**config.mk**
```make
export PLATFORM = sky130hd
export DESIGN_NAME = serial_add_ctrl
export DESIGN_NICKNAME = d
export VERILOG_FILES = /design/src/rtl/serial_add_ctrl_pkg.sv /design/src/rtl/serial_add_ctrl_fa.sv /design/src/rtl/serial_add_ctrl.sv
export SDC_FILE = /design/constraint.sdc
export NUM_CORES = 1
export LEC_CHECK = 0
export CAP_MARGIN = 10
export CORE_AREA = 2 2 79 62
export DETAILED_ROUTE_END_ITERATION = 10
export DIE_AREA = 0 0 81 64
export DONT_BUFFER_PORTS = 1
export PLACE_DENSITY = 0.74
export SETUP_SLACK_MARGIN = 0.5
export SYNTH_ARGS = -nofsm -noshare
export SYNTH_HDL_FRONTEND = slang
export SYNTH_SLANG_ARGS = --single-unit
```
**constraint.sdc**
```tcl
create_clock -name clk -period 1.55 [get_ports clk]
set_clock_uncertainty 0.2 [all_clocks]
set_input_delay 0.2325 -clock clk [delete_from_list [all_inputs] [get_ports clk]]
set_output_delay 0.2325 -clock clk [all_outputs]
set_load 0.05 [all_outputs]
```
**src/rtl/serial_add_ctrl_pkg.sv**
```systemverilog
// -----------------------------------------------------------------------------
// serial_add_ctrl_pkg
// Shared definitions for the bit-serial adder sequencer.
//   state_t       : sequencer states with fixed encodings (IDLE/RUN/DONE)
//   DEFAULT_WIDTH : operand/result width used when the top is not overridden
// -----------------------------------------------------------------------------
package serial_add_ctrl_pkg;

    localparam int DEFAULT_WIDTH = 16;

    typedef enum logic [1:0] {
        IDLE = 2'd0,
        RUN  = 2'd1,
        DONE = 2'd2
    } state_t;

endpackage

```
**src/rtl/serial_add_ctrl_fa.sv**
```systemverilog
// -----------------------------------------------------------------------------
// FullAdder
// One-bit full adder used as the single arithmetic cell of the serial adder.
// Ports:
//   a, b  : addend bits
//   ci    : carry in
//   s     : sum bit
//   co    : carry out
// -----------------------------------------------------------------------------
module FullAdder (
    input  logic a,
    input  logic b,
    input  logic ci,
    output logic s,
    output logic co
);

    assign s  = a ^ b ^ ci;
    assign co = (a & b) | (a & ci) | (b & ci);

endmodule

```
**src/rtl/serial_add_ctrl.sv**
```systemverilog
// -----------------------------------------------------------------------------
// serial_add_ctrl
// Bit-serial adder: one FullAdder is reused for WIDTH cycles, LSB first, with
// a registered carry. Operands arrive over a valid/ready handshake and the
// result leaves over another valid/ready handshake.
//
// Optional feature (macro SERIAL_ADD_SUB_EN): adds a 'sub' input sampled at
// accept; when set the block computes a - b (mod 2^WIDTH) and cout=1 means
// no borrow.
//
// Ports:
//   clk, rst_n          : clock (rising edge), async active-low reset
//   in_valid, in_ready  : operand handshake
//   a, b, cin           : operands and initial carry
//   sub                 : subtract select (only with SERIAL_ADD_SUB_EN)
//   out_valid, out_ready: result handshake
//   sum, cout           : result and final carry (cout reads 0 unless valid)
//   busy                : high while bits are being processed
// -----------------------------------------------------------------------------
module serial_add_ctrl
    import serial_add_ctrl_pkg::*;
#(
    parameter int WIDTH = DEFAULT_WIDTH,
    parameter int CNT_W = $clog2(WIDTH)
) (
    input  logic             clk,
    input  logic             rst_n,
    input  logic             in_valid,
    output logic             in_ready,
    input  logic [WIDTH-1:0] a,
    input  logic [WIDTH-1:0] b,
    input  logic             cin,
`ifdef SERIAL_ADD_SUB_EN
    input  logic             sub,
`endif
    output logic             out_valid,
    input  logic             out_ready,
    output logic [WIDTH-1:0] sum,
    output logic             cout,
    output logic             busy
);

    localparam logic [CNT_W-1:0] LAST_BIT = CNT_W'(WIDTH - 1);

    state_t             state;
    state_t             next_state;
    logic [WIDTH-1:0]   a_sh;
    logic [WIDTH-1:0]   b_sh;
    logic [WIDTH-1:0]   result;
    logic [CNT_W-1:0]   cnt;
    logic               carry;
    logic               fa_s;
    logic               fa_co;
    logic [WIDTH-1:0]   b_load;
    logic               c_load;

    // Subtraction is a + ~b + 1, so only the B operand and the seed carry
    // differ from addition; the rest of the datapath is shared.
`ifdef SERIAL_ADD_SUB_EN
    assign b_load = sub ? ~b : b;
    assign c_load = sub ? 1'b1 : cin;
`else
    assign b_load = b;
    assign c_load = cin;
`endif

    FullAdder u_fa (
        .a  (a_sh[0]),
        .b  (b_sh[0]),
        .ci (carry),
        .s  (fa_s),
        .co (fa_co)
    );

    always_ff @(posedge clk or negedge rst_n) begin
        if (!rst_n) begin
            state <= IDLE;
        end else begin
            state <= next_state;
        end
    end

    always_comb begin
        next_state = state;
        in_ready   = 1'b0;
        out_valid  = 1'b0;
        busy       = 1'b0;
        case (state)
            IDLE: begin
                in_ready = 1'b1;
                if (in_valid) begin
                    next_state = RUN;
                end
            end
            RUN: begin
                busy = 1'b1;
                if (cnt == LAST_BIT) begin
                    next_state = DONE;
                end
            end
            DONE: begin
                out_valid = 1'b1;
                if (out_ready) begin
                    next_state = IDLE;
                end
            end
            default: begin
                next_state = IDLE;
            end
        endcase
    end

    // Each RUN cycle the new sum bit enters at the MSB while the result
    // shifts right, so after WIDTH cycles bit 0 has reached the LSB.
    // Registers hold in DONE so sum/cout stay stable under back-pressure.
    always_ff @(posedge clk or negedge rst_n) begin
        if (!rst_n) begin
            a_sh   <= '0;
            b_sh   <= '0;
            result <= '0;
            cnt    <= '0;
            carry  <= 1'b0;
        end else begin
            case (state)
                IDLE: begin
                    if (in_valid) begin
                        a_sh   <= a;
                        b_sh   <= b_load;
                        carry  <= c_load;
                        cnt    <= '0;
                        result <= '0;
                    end
                end
                RUN: begin
                    a_sh   <= a_sh >> 1;
                    b_sh   <= b_sh >> 1;
                    carry  <= fa_co;
                    result <= {fa_s, result[WIDTH-1:1]};
                    cnt    <= cnt + CNT_W'(1);
                end
                default: begin
                end
            endcase
        end
    end

    assign sum  = result;
    assign cout = out_valid & carry;

endmodule

```
==> impl_metrics.yaml <==
run_status:
  status: "finished with violations"
  violations: "hold timing, setup timing"
critical_path:
  critPathKind: "flop to output pin"
  crit_slowest_cell: "sky130_fd_sc_hd__dfrtp_1"
  crit_family: "flip-flops"
  critPathRequiredTime_ps: 1120
  crit_fanout: 6
  worstSetupStartpoint: "state[0]"
  start_kind: "flop"
  cp_data_arrival_time_ps: 1290
  cp_slowest_stage_delay_ps: 420
  critPathCaptureType: "output pin"
  timing.critical_path.cells: "buf_4 > nor2b_4 > and2_4"
  r2r_start: "state[1]"
  crit_buf_inv: 1
route:
  final_routed_wire_length_divided_by_cell_count_um: 21.12
  length_of_the_first_detailed_routing_pass_in_iterations: 5
  drc_errors: 0
  detailedRoute.firstIterationViolations: 271
  post_drt_via_cell_ratio: 6.355
  drtAntennaViolNets: 0
  drt_wl_total_um: 7667
  num_vias: 2307
timing:
  report.final.slew_viol_count: 0
  final.hold.worst_slack_ps: -600.3
  unrepaired_setup_endpoints_after_global_routing: "yes"
  timing_hold_violations_final: 82
  setup_viol: 55
  setup_ws_ps: -171.5
  timing_worst_slew_pin_value_ps: 317.4
  fmax_ghz: 0.5809
  fin_tns_setup_ps: -2902
  timing.max_slew.rel_slack_pct: 78.79
  post-route-period-util_pct: 111.1
  final.min_clock_period_ps: 1721
clock_network:
  clk_transition_reported_paths_ps: 100
  cts-root-buf: "sky130_fd_sc_hd__clkbuf_8"
  cts_tree: "built"
  clock_sinks: 55
  cts_hold_buf: 34
  cts_buffer_depth: 2
  clk-insertion-delay-late_ps: 310
  cts_htree_levels: 2
  cts-buffers-inserted: 5
placement:
  dpl.cell_count: 299
  port-buffer-count: 0
  dp.final_hpwl_um: 3673
  globalplace.congestion: 0.8467
  placed_instance_area_mm2: 0.002714
  pre_cts_slack_ps: -5.290
synth:
  ys_seq_elements: 55
  synthCells: 250
  syn_area_per_cell_um2: 10.38
  mappedNetlistArea_mm2: 0.002595
  yosys_warnings: 0
  yosysUniqueCellTypes: 28
  synth.yosys.seq_area_share_pct: 53.04
  syn-num-nets: 289
grt:
  grt_max_degree: 56
  grt_overflow: 0
  grtUsageMet3_pct: 5.367
  groute.layer.met2.usage_pct: 46.59
  grt_util_met1_pct: 36.79
  first_global_vias: 2242
  grt_use_total_pct: 28.18
  number_of_antenna_violations_at_the_first_check_in_global_routing: 0
  grt_most_used_layer: "met2"
  grt_first_pass_wirelength_um: 10940
floorplanning:
  start_util_pct: 59.50
  die_width_um: 81
  floorplan.rows: 21
  floorplan.core_area_mm2: 0.004362
  floorplan.die.height_um: 64
  dieArea_mm2: 0.005184
  io_pins: 57
job:
  max_cap_violation_count: 0
final_layout:
  antennaDiodeCount: 0
  most_common_cell_after_layout_fill_and_taps_aside: "sky130_fd_sc_hd__dfrtp_1"
  final_cell_area_mm2: 0.003636
  commonest_cells_after_routing_fill_and_taps_aside: "38 x sky130_fd_sc_hd__dfrtp_1, 34 x sky130_fd_sc_hd__dlygate4sd3_1, 33 x sky130_fd_sc_hd__o21ai_1, 30 x sky130_fd_sc_hd__nor2b_1, 26 x sky130_fd_sc_hd__a22oi_1"
  final_layout_size_suffix_gt1_share_pct: 30.72
  flow.area_growth_from_synthesis_pct: 40.12
  post_layout_nonfiller_instances: 363
  design.final.nets: 344
  layout.filler_cells: 231
pwr:
  pwr_density_cell_mw_per_mm2: 1883
  leakage_nw: 1.486
  vdd_ir_drop_max_mv: 1.303
hold_path:
  holdCritPathClass: "primary input to asynchronous set/reset pin"
[power breakdown]
| group | total, mW | leakage [nW] | internal (mW) | switching, mW |
|---|---|---|---|---|
| combinational | 2.95 | 0.745 | 1.49 | 1.46 |
| sequential | 3.11 | 0.699 | 2.00 | 1.10 |
| clock | 0.790 | 0.0422 | 0.319 | 0.471 |
| total | 6.85 | 1.49 | 3.81 | 3.04 |
[logic make-up after synthesis]
| logic type | share of synthesized area (%) |
|---|---|
| AO/OA/AOI/OAI | 29.65 |
| adder cells (fa/ha/maj) | 1.254 |
| buffers and inverters | 5.737 |
| flip-flops | 53.04 |
| AND/OR/NAND/NOR | 10.32 |
[routing by layer]
metal	wire length [um]	part of all wire (%)	vias up
met5	0	0	-
met4	150	2.0	0
met3	474	6.2	15
met2	3828	50	91
met1	3213	42	1177
li1	-	-	1024
[final timing paths]
path,slack [ps],end,cells past startpoint
max,-170,cout,3
min,-600,b_sh[0],0
max reg2reg,-110,sum[6],5
min reg2reg,340,a_sh[5],2
max in group asynchronous,1640,sum[0],0
min in group clk,-60,a_sh[3],3
[through the flow]
step	util, %	hold WS, ps	total power [mW]
finish	83.36	-600.3	6.847
global route	83.36	-614.5	7.184
CTS	79.09	-601.4	6.366
detailed placement	62.22	-262.4	5.084
global placement	62.22	-262.3	4.999
floorplan	-	-263.1	4.632
[synthesized netlist by cell type]
cell                        number  area, um2
sky130_fd_sc_hd__dfrtp_1        55       1376
sky130_fd_sc_hd__nor2b_1        32      200.2
sky130_fd_sc_hd__a21oi_1        31      155.2
sky130_fd_sc_hd__a22oi_1        31      232.7
sky130_fd_sc_hd__o21ai_1        30      150.1
sky130_fd_sc_hd__a22o_1         16      140.1
sky130_fd_sc_hd__buf_2           8      40.04
sky130_fd_sc_hd__clkbuf_1        7      26.28
sky130_fd_sc_hd__nand2_1         6      22.52
sky130_fd_sc_hd__o21ai_0         6      30.03
sky130_fd_sc_hd__buf_6           4      45.04
sky130_fd_sc_hd__inv_1           4      15.01
sky130_fd_sc_hd__a2bb2oi_1       2      17.52
sky130_fd_sc_hd__and2_1          2      12.51
sky130_fd_sc_hd__buf_4           2      15.01
sky130_fd_sc_hd__nor3b_1         2      15.01
sky130_fd_sc_hd__a211oi_1        1      7.510
sky130_fd_sc_hd__a41oi_1         1      8.760
sky130_fd_sc_hd__buf_1           1      3.750
sky130_fd_sc_hd__fa_1            1      20.02
sky130_fd_sc_hd__ha_1            1      12.51
sky130_fd_sc_hd__inv_2           1      3.750
sky130_fd_sc_hd__nand2b_2        1      8.760
sky130_fd_sc_hd__nand3_1         1      5.000
sky130_fd_sc_hd__nor2_1          1      3.750
sky130_fd_sc_hd__o21bai_2        1      11.26
sky130_fd_sc_hd__o2bb2ai_1       1      8.760
sky130_fd_sc_hd__o31ai_1         1      7.510
[cell type report]
class / instances / area, um2 / share of cell area, %
multi-input combinational: 169 / 1259 / 34.62
clock inverter: 1 / 5.005 / 0.1376
inverter: 5 / 21.27 / 0.5850
sequential: 55 / 1398 / 38.44
clock buffer: 7 / 76.32 / 2.099
tap: 57 / 71.32 / 1.961
timing repair buffer: 69 / 805.8 / 22.16
[flip-flops by register name, summed over array words and instances, names as in the netlist]
name / cells
sum: 16
a_sh: 16
carry: 1
cnt: 4
state: 2
b_sh: 16
[what timing repair did]
action                                  CTS  global route
gates cloned                              3             3
setup buffers                            14             2
resized for setup                        46            24
endpoints found under the hold margin    89            84
pin swaps                                 5             6
endpoints found under the setup margin   75            75
No activity file was read; power rests on OpenSTA's default activity.
